$ cat config.mk
export PLATFORM = sky130hd
export DESIGN_NAME = reg_file
export DESIGN_NICKNAME = d
export VERILOG_FILES = /design/src/rtl/reg_file.sv
export SDC_FILE = /design/constraint.sdc
export NUM_CORES = 1
export LEC_CHECK = 0
export BUFFER_PORTS_ARGS = -buffer_cell sky130_fd_sc_hd__buf_2
export CORE_MARGIN = 4
export CORE_UTILIZATION = 59
export CTS_CLUSTER_DIAMETER = 40
export DETAILED_ROUTE_END_ITERATION = 8
export GPL_TIMING_DRIVEN = 0
export PLACE_DENSITY = 0.88
export SYNTH_ARGS = -nofsm -noshare
export SYNTH_HDL_FRONTEND = slang
export SYNTH_HIERARCHICAL = 1
export SYNTH_SLANG_ARGS = --single-unit
$ cat constraint.sdc
create_clock -name clk -period 1.2 [get_ports clk]
set_input_delay 0 -clock clk [delete_from_list [all_inputs] [get_ports clk]]
set_output_delay 0 -clock clk [all_outputs]
set_load 0.02 [all_outputs]
$ cat src/rtl/reg_file.sv
// Multi-ported register file: one synchronous write port and two combinational read ports.
// Reset clears every register asynchronously, and writes are ignored while reset is held.

module reg_file_cell #(
    parameter int DATA_W = 8
) (
    input  logic              clk,
    input  logic              rst_n,
    input  logic              we_i,
    input  logic [DATA_W-1:0] wdata_i,
    output logic [DATA_W-1:0] q_o
);
    logic [DATA_W-1:0] data_q;
    logic [DATA_W-1:0] data_d;

    always_comb begin
        data_d = data_q;
        if (we_i) data_d = wdata_i;
    end

    always_ff @(posedge clk or negedge rst_n) begin
        if (!rst_n) data_q <= '0;
        else        data_q <= data_d;
    end

    assign q_o = data_q;
endmodule

module reg_file #(
    parameter int DATA_W = 8,
    parameter int ADDR_W = 2
) (
    input  logic              clk,
    input  logic              rst_n,
    input  logic              wr,
    input  logic [ADDR_W-1:0] ad,
    input  logic [DATA_W-1:0] rd,
    input  logic [ADDR_W-1:0] aa,
    input  logic [ADDR_W-1:0] ab,
    output logic [DATA_W-1:0] ra,
    output logic [DATA_W-1:0] rb
);
    localparam int NUM_REGS = 2 ** ADDR_W;

    logic [NUM_REGS-1:0]             we;
    logic [NUM_REGS-1:0][DATA_W-1:0] regs;

    // One-hot write decode; R0 is an ordinary register.
    for (genvar i = 0; i < NUM_REGS; i++) begin : g_reg
        assign we[i] = wr && (ad == ADDR_W'(i));

        reg_file_cell #(.DATA_W(DATA_W)) u_cell (
            .clk     (clk),
            .rst_n   (rst_n),
            .we_i    (we[i]),
            .wdata_i (rd),
            .q_o     (regs[i])
        );
    end

    // Reads come straight from the registers with no bypass of rd, so a same-address
    // write becomes visible only after the edge.
    assign ra = regs[aa];
    assign rb = regs[ab];
endmodule

## Yosys cells after proc, flatten, opt, wreduce, memory -nomap -nowiden

Cells that the tools add are included.
W data, S select, Z words.

| word-level totals | value |
|---|---|
| register bits after elaboration | 32 |
| latch bits | 0 |
| bits in writable memories | 0 |
| memory bits (read-only) | 0 |
| bits of input ports | 17 |
| memories kept | 0 |

| operators by class | value |
|---|---|
| add/sub/neg operators | 0 |
| multipliers | 0 |
| divide/modulo/power cells | 0 |
| $lt $le $gt $ge | 2 |
| equality and inequality tests | 3 |
| shift operators | 0 |
| multiplexer cells | 4 |
| bitwise logic cells | 0 |
| reductions and logical operators | 5 |

Operator list:

| operator | count |
|---|---|
| $bmux W8 S2 | 2 |
| $mux W8 | 2 |
| $lt A2 B3 Y1 const B | 2 |
| $eq A2 B2 Y1 const B | 2 |
| $logic_and A1 B1 Y1 | 4 |
| $eq A2 B1 Y1 const B | 1 |
| $logic_not A2 Y1 | 1 |

## Depth between registers and ports, before layout

Gate-level depths: netlist of the first run.

| depth | value |
|---|---|
| word-level depth | 2 |
| mapped depth | 3 |
| depth with buffers taken out | 2 |

## Hierarchy

The synthesis of the first run kept the hierarchy.

By module, submodules not included:

| module | times used | cells each | area each (µm²) | sequential area each (µm²) |
|---|---|---|---|---|
| reg_file_cell | 4 | 17 | 331.6 | 200.2 |
| reg_file | 1 | 24 | 424.2 | 0.0 |

## Worst setup path before layout of the first run

OpenSTA, ideal clock, no wires.

| path | value |
|---|---|
| kind | reg2out |
| start | register g_reg[3].u_cell.data_q[0] |
| end | output ra[0] |
| arrival time | 896 ps |
| required time | 1200 ps |
| setup slack | 304 ps |
| stages on the path, launching flop included | 2 |
| path through | dfrtp_1 -> mux4_2 |

| on the way | value |
|---|---|
| longest elaborated chain between the ends | 2 |

RTL lines:

| element | line | text |
|---|---|---|
| from (decl) | 13 | `logic [DATA_W-1:0] data_q;` |
| from (signal assigned) | 23 | `else data_q <= data_d;` |
| $bmux W8 S2 | 63 | `assign ra = regs[aa];` |
| $mux W8 (not written as such) | 63 |  |
| to (decl) | 40 | `output logic [DATA_W-1:0] ra,` |

Every way passes these cells. The select of a mux whose other input is x is not followed.

## Worst setup path in the final report of the first run

| path | value |
|---|---|
| start | register g_reg[1].u_cell.data_q[6] |
| end | output rb[6] |

| on the way | value |
|---|---|
| longest elaborated chain between the ends | 2 |

RTL lines:

| element | line | text |
|---|---|---|
| from (decl) | 13 |  |
| from (signal assigned) | 23 |  |
| $bmux W8 S2 | 64 | `assign rb = regs[ab];` |
| $mux W8 (not written as such) | 64 |  |
| to (decl) | 41 | `output logic [DATA_W-1:0] rb` |

Every way passes these cells. The select of a mux whose other input is x is not followed.

==> impl_metrics.csv, run 1 <==
group,metric,value,unit
status,outcome,"finished with violations",
status,failed_checks,"setup timing",
route,drtIter0Drc,59,
route,avgViaCountPerCell,5.85,
final_layout,antenna_cells,0,
sta,finalSetupViolCount,16,
final_layout,post-route-util,83.2,%
synth,ys_types,8,
synth,synth_top_area_share,45.7,%
global_route,first_global_vias,1231,
pwr,p_leak,1.09,nW
global_route,groute.usage.overall,22.5,%
die,fp.dieW,62.5,um
clocking,cts_made_buffers,5,
global_route,antenna_found_initial,0,
final_layout,largest_reg_flops,32,
clocking,cts_sinks,32,
pwr,total_power,3.75,mW
synth,syn_nets,109,
placed_design,dp_slack,0.168,ns
synth,yosysTopAreaCell,"dfrtp_1",
global_route,grt_max_degree,33,
final_layout,area_delta_synth_final,33.4,%
synth,synth_area,1750,um^2
critical_path,start_kind,"flop",
critical_path,worst_ep_required_time,1.20,ns
final_layout,final_cell_mix,"mux2_4, dfrtp_1, buf_6, mux4_2, buf_4",
sta,max_freq,706,MHz
final_layout,nets,169,
critical_path,worstSetupPathType,"flop to primary output",
sta,hold_viol_final,0,
die,num_rows,19,
clocking,clk_pin_slew,0.11,ns
clocking,cts-htree-levels,2,
sta,setup_ws,-0.216,ns
synth,synth_area_leaders,"dfrtp_1, mux2_4, mux4_2",
route,drtAntennaViolNets,0,
placed_design,gp_congestion,0.765,
synth,synth-seq-area-share,45.7,%
sta,tightest_slew,0.714,ns
sta,slew_headroom,52.4,%
global_route,grt_overflow,0,
sta,fin_crit_sh,118,%
clocking,clock_path_buffers,2,
die,fp.dieH,62.5,um
flow_run,maxCapViolCount,0,
die,initial_core_util,62.4,%
sta,period_needed,1.42,ns
pwr,p_per_area,1610,nW/um^2
die,core_area,2810,um^2
placed_design,dp_hpwl,2.38,mm
route,wl_per_cell,21.2,um
global_route,grt_pass1_wl,6.48,mm
route,drtPass1Iterations,4,
synth,yosys_warnings,6,
placed_design,port_buffers,28,
synth,syn_inst,92,
sta,rsz0062_at_grt,"yes",
critical_path,cp_max_fo,3,
clocking,cts-root-buf,"clkbuf_4",
sta,skew,0,ns
final_layout,layout-drive-gt1-share,70.6,%
pwr,peakVddDrop,1080,uV
critical_path,worstPathArrival,1.42,ns
synth,avgSynthCellArea,19.0,um^2
synth,yosys_register_bits,32,
route,wl,3.91,mm
route,vias,1076,
die,die-area,3900,um^2
route,post-route-drc-count,0,
critical_path,cp-end-kind,"primary output",
clocking,insertion_delay,0.33,ns
clocking,tritoncts,"built",
hold_path,min_path_type,"input port to flop",
die,design.portCount,33,
sta,whs,0.188,ns
sta,report.final.slew_viol_count,0,
Yosys cell counts (all sizes together):
cell type and n:
dfrtp 32, mux2 32, mux4 16, buf 6, and3b 2, clkbuf 2
and3 1, nor3b 1
report_power, final:
part           internal (mW)  switching [mW]  total [mW]
logic                  0.876           0.483        1.36
clock network          0.553           0.391       0.944
registers               1.28           0.166        1.45
through the flow:
step           setup TNS, ns  std cells  area, um^2
2_1_floorplan              0         92        1750
3_3_place_gp               0        151        1930
3_5_place_dp               0        151        1930
4_1_cts                -3.14        177        2280
5_1_grt                -4.03        184        2330
6_report               -2.98        184        2330
cell type report:
type	count	area, um^2
Clock inverter	1	30.0
Fill cell	139	470
Multi-Input combinational cell	52	872
Buffer	8	77.6
Sequential cell	32	801
Timing Repair Buffer	53	450
Tap cell	31	38.8
Clock buffer	7	65.1
final timing paths:
check	cells after the start	end	start	slack (ns)
worst max-delay path	2	rb[6]	g_reg[1].u_cell/q_o[6]$_DFFE_PN0P_	-0.22
worst min-delay path	4	g_reg[0].u_cell/q_o[5]$_DFFE_PN0P_	ad[0]	0.19
worst max register to register	3	g_reg[3].u_cell/q_o[7]$_DFFE_PN0P_	g_reg[3].u_cell/q_o[7]$_DFFE_PN0P_	0.17
worst min register to register	1	g_reg[2].u_cell/q_o[7]$_DFFE_PN0P_	g_reg[2].u_cell/q_o[7]$_DFFE_PN0P_	0.54
max in group asynchronous	2	g_reg[0].u_cell/q_o[0]$_DFFE_PN0P_	rst_n	0.50
min in group asynchronous	2	g_reg[0].u_cell/q_o[4]$_DFFE_PN0P_	rst_n	0.23
logic make-up (layout without fill, tap and decap cells):
family	Yosys count	after routing	synth area share, %
DFF	32	32	45.7
and+or+nand+nor	4	4	1.79
buffers and inverters	8	69	4.43
muxes	48	48	48.0
per-layer routing:
| layer | vias to the layer above | part of all wire (%) | track usage (%) |
|---|---|---|---|
| met5 | - | 0 | 0 |
| met4 | 0 | 1.1 | 9.92 |
| met3 | 4 | 4.7 | 7.19 |
| met2 | 36 | 51 | 37.3 |
| met1 | 559 | 43 | 26.9 |
| li1 | 477 | - | - |
timing repair:
action                                  CTS  global route
buffers inserted                          9             7
resized for setup                        32             0
endpoints found under the setup margin   16            16
pin swaps                                 0             0
hold buffers                              9             0
hold endpoints to repair                 64             0
gates cloned                              0             0
worst max-delay path: stages (launching register included):
cell     delay, ns
dfrtp_1       0.43
mux4_2        0.49
buf_6         0.15
(Power assumes the default switching activity.)
==> run 2: changes to the inputs <==
--- a/config.mk
+++ b/config.mk
@@ -7,11 +7,11 @@
 export LEC_CHECK = 0
 export BUFFER_PORTS_ARGS = -buffer_cell sky130_fd_sc_hd__buf_2
 export CORE_MARGIN = 4
-export CORE_UTILIZATION = 59
+export CORE_UTILIZATION = 50
 export CTS_CLUSTER_DIAMETER = 40
 export DETAILED_ROUTE_END_ITERATION = 8
 export GPL_TIMING_DRIVEN = 0
-export PLACE_DENSITY = 0.88
+export PLACE_DENSITY = 0.77
 export SYNTH_ARGS = -nofsm -noshare
 export SYNTH_HDL_FRONTEND = slang
 export SYNTH_HIERARCHICAL = 1
==> run 2 against run 1 <==
The run still ends with setup timing left. Count of clock-buffer cells in the layout stayed put. Critical path type unchanged. Clock power shrank 1%. Worst hold slack improved by 0.016 ns. Via count shrank 0.65%. Sequential share of layout area rose by 0.39 points. Combinational power shrank 4%. Sequential cell count unchanged. Total power decreased by 2.1%. Clock skew unchanged. Final cell count up 4.9%. Global-route usage down 2.9 points.
==> impl_metrics.csv, run 2 (synthesis results as in run 1) <==
group,metric,value,unit
status,outcome,"finished with violations",
status,failed_checks,"setup timing",
placed_design,dp_hpwl,2.37,mm
flow_run,maxCapViolCount,0,
sta,whs,0.204,ns
route,drtAntennaViolNets,0,
clocking,insertion_delay,0.32,ns
critical_path,worstPathArrival,1.40,ns
critical_path,cp-end-kind,"primary output",
global_route,grt_overflow,0,
critical_path,crit_path_max_incr_delay,0.48,ns
hold_path,min-delay-start,"ad[0]",
global_route,grt_max_degree,33,
global_route,groute.usage.overall,19.6,%
global_route,antenna_found_initial,0,
global_route,first_global_vias,1186,
critical_path,slowest_stage,"mux4_2",
pwr,switching_share,27.3,%
sta,slew_headroom,50.6,%
final_layout,layout-drive-gt1-share,69.4,%
critical_path,start_kind,"flop",
route,drtIter0Drc,37,
sta,hold_viol_final,0,
clocking,cts_made_buffers,5,
route,vias,1069,
placed_design,port_buffers,28,
critical_path,crit_chain,"mux4_2 > buf_6",
critical_path,worst_r2r_endpoint,"g_reg[2].u_cell/q_o[0]$_DFFE_PN0P_",
final_layout,antenna_cells,0,
sta,max_freq,717,MHz
critical_path,ff2ff_path_depth,3,
placed_design,gp_congestion,0.738,
pwr,p_int,2.67,mW
die,initial_core_util,52.0,%
sta,finalSetupViolCount,16,
die,die-area,4510,um^2
route,drtPass1Iterations,4,
clocking,clock_path_buffers,2,
critical_path,r2r_slack,0.18,ns
pwr,p_seq_share,39.3,%
placed_design,dp_slack,0.173,ns
hold_path,min_path_type,"input port to flop",
sta,fin_crit_sh,116,%
pwr,p_leak,1.06,nW
critical_path,reg2reg_from,"g_reg[2].u_cell/q_o[0]$_DFFE_PN0P_",
sta,skew,0,ns
clocking,clk_pin_slew,0.11,ns
global_route,grt_pass1_wl,6.14,mm
clocking,cts-htree-levels,2,
final_layout,nets,163,
sta,rsz0062_at_grt,"yes",
die,fp.dieH,67.2,um
pwr,total_power,3.67,mW
hold_path,hold_depth,4,
route,wl_per_cell,19.4,um
critical_path,crit_start,"g_reg[0].u_cell/q_o[6]$_DFFE_PN0P_",
placed_design,placed_cell_area,1950,um^2
pwr,p_switching,1.00,mW
die,num_rows,21,
final_layout,final_area,2310,um^2
pwr,pwr-share-clk,25.4,%
die,core_area,3360,um^2
final_layout,n_fill_cell,262,
hold_path,hold_end,"g_reg[0].u_cell/q_o[6]$_DFFE_PN0P_",
route,wl,3.75,mm
final_layout,final_cell_mix,"mux2_4, dfrtp_1, buf_6, mux4_2, buf_2",
die,design.portCount,33,
critical_path,cp_max_fo,3,
clocking,tritoncts,"built",
pwr,p_per_area,1590,nW/um^2
final_layout,area_delta_synth_final,31.9,%
pwr,share_comb_of_total_power,35.3,%
sta,fin_setup_tns,-2.73,ns
critical_path,worstSetupPathType,"flop to primary output",
die,fp.dieW,67.2,um
sta,setup_ws,-0.196,ns
sta,report.final.slew_viol_count,0,
route,avgViaCountPerCell,5.54,
sta,tightest_slew,0.741,ns
critical_path,worst_ep_required_time,1.20,ns
clocking,cts_sinks,32,
clocking,cts-root-buf,"clkbuf_4",
route,post-route-drc-count,0,
pwr,peakVddDrop,746,uV
final_layout,largest_reg_flops,32,
sta,period_needed,1.40,ns
==> run 2: cell count changes in the layout (fill, tap and decap cells not counted), sizes merged <==
cell	change
buf	-6
==> run 2: what timing repair did <==
action                                  in CTS  in global routing
hold buffers                                 9                  0
buffers inserted                             8                  2
endpoints found under the setup margin      16                 16
gates resized for setup                     32                  0
hold endpoints to repair                    64                  0
==> run 2: worst max path at each step <==
stage / endpoint / depth (start not counted) / slack [ns]
global route: rb[4] / 2 / -0.25
global placement: ra[1] / 2 / 0.19
CTS: ra[1] / 2 / -0.20
floorplan: ra[0] / 1 / 0.30
finish: rb[6] / 2 / -0.20
detailed placement: rb[5] / 2 / 0.17
==> run 2: power by group through the flow <==
stage	sequential (mW)	clock, mW	combinational [mW]
after floorplan	1.40	0	0.767
after global placement	1.43	0	0.974
after detailed placement	1.46	0	0.996
after global routing	1.47	0.999	1.37
final	1.44	0.934	1.30
after CTS	1.44	0.945	1.28
==> run 2: layer usage <==
layer / routed length, um / part of all wire (%) / GRT usage [%] / vias to the layer above
met5: 0 / 0 / 0 / -
met4: 42 / 1.1 / 7.59 / 0
met3: 157 / 4.2 / 4.99 / 5
met2: 1930 / 51 / 31.2 / 29
met1: 1620 / 43 / 26.0 / 567
li1: - / - / - / 468
==> run 2: area by class of cell <==
type	instances	area (um^2)	area share [%]
plain buffers	8	77.6	3.36
well taps	46	57.6	2.49
clock buffers	7	65.1	2.82
repair buffers	47	405	17.6
multi-input cells	52	872	37.8
clock inverters	1	30.0	1.30
flip-flops and latches	32	801	34.7
==> run 2: critical path: cells and delay by family, from the launching register on <==
kind / cells / cell delay [ns]
buf+inv: 1 / 0.15
flops: 1 / 0.42
mux: 1 / 0.48
==> run 2: through the flow <==
step / util, % / cells
3_5_place_dp: 57.9 / 166
5_1_grt: 68.6 / 193
2_1_floorplan: - / 92
6_report: 68.6 / 193
3_3_place_gp: 57.9 / 166
4_1_cts: 68.2 / 191
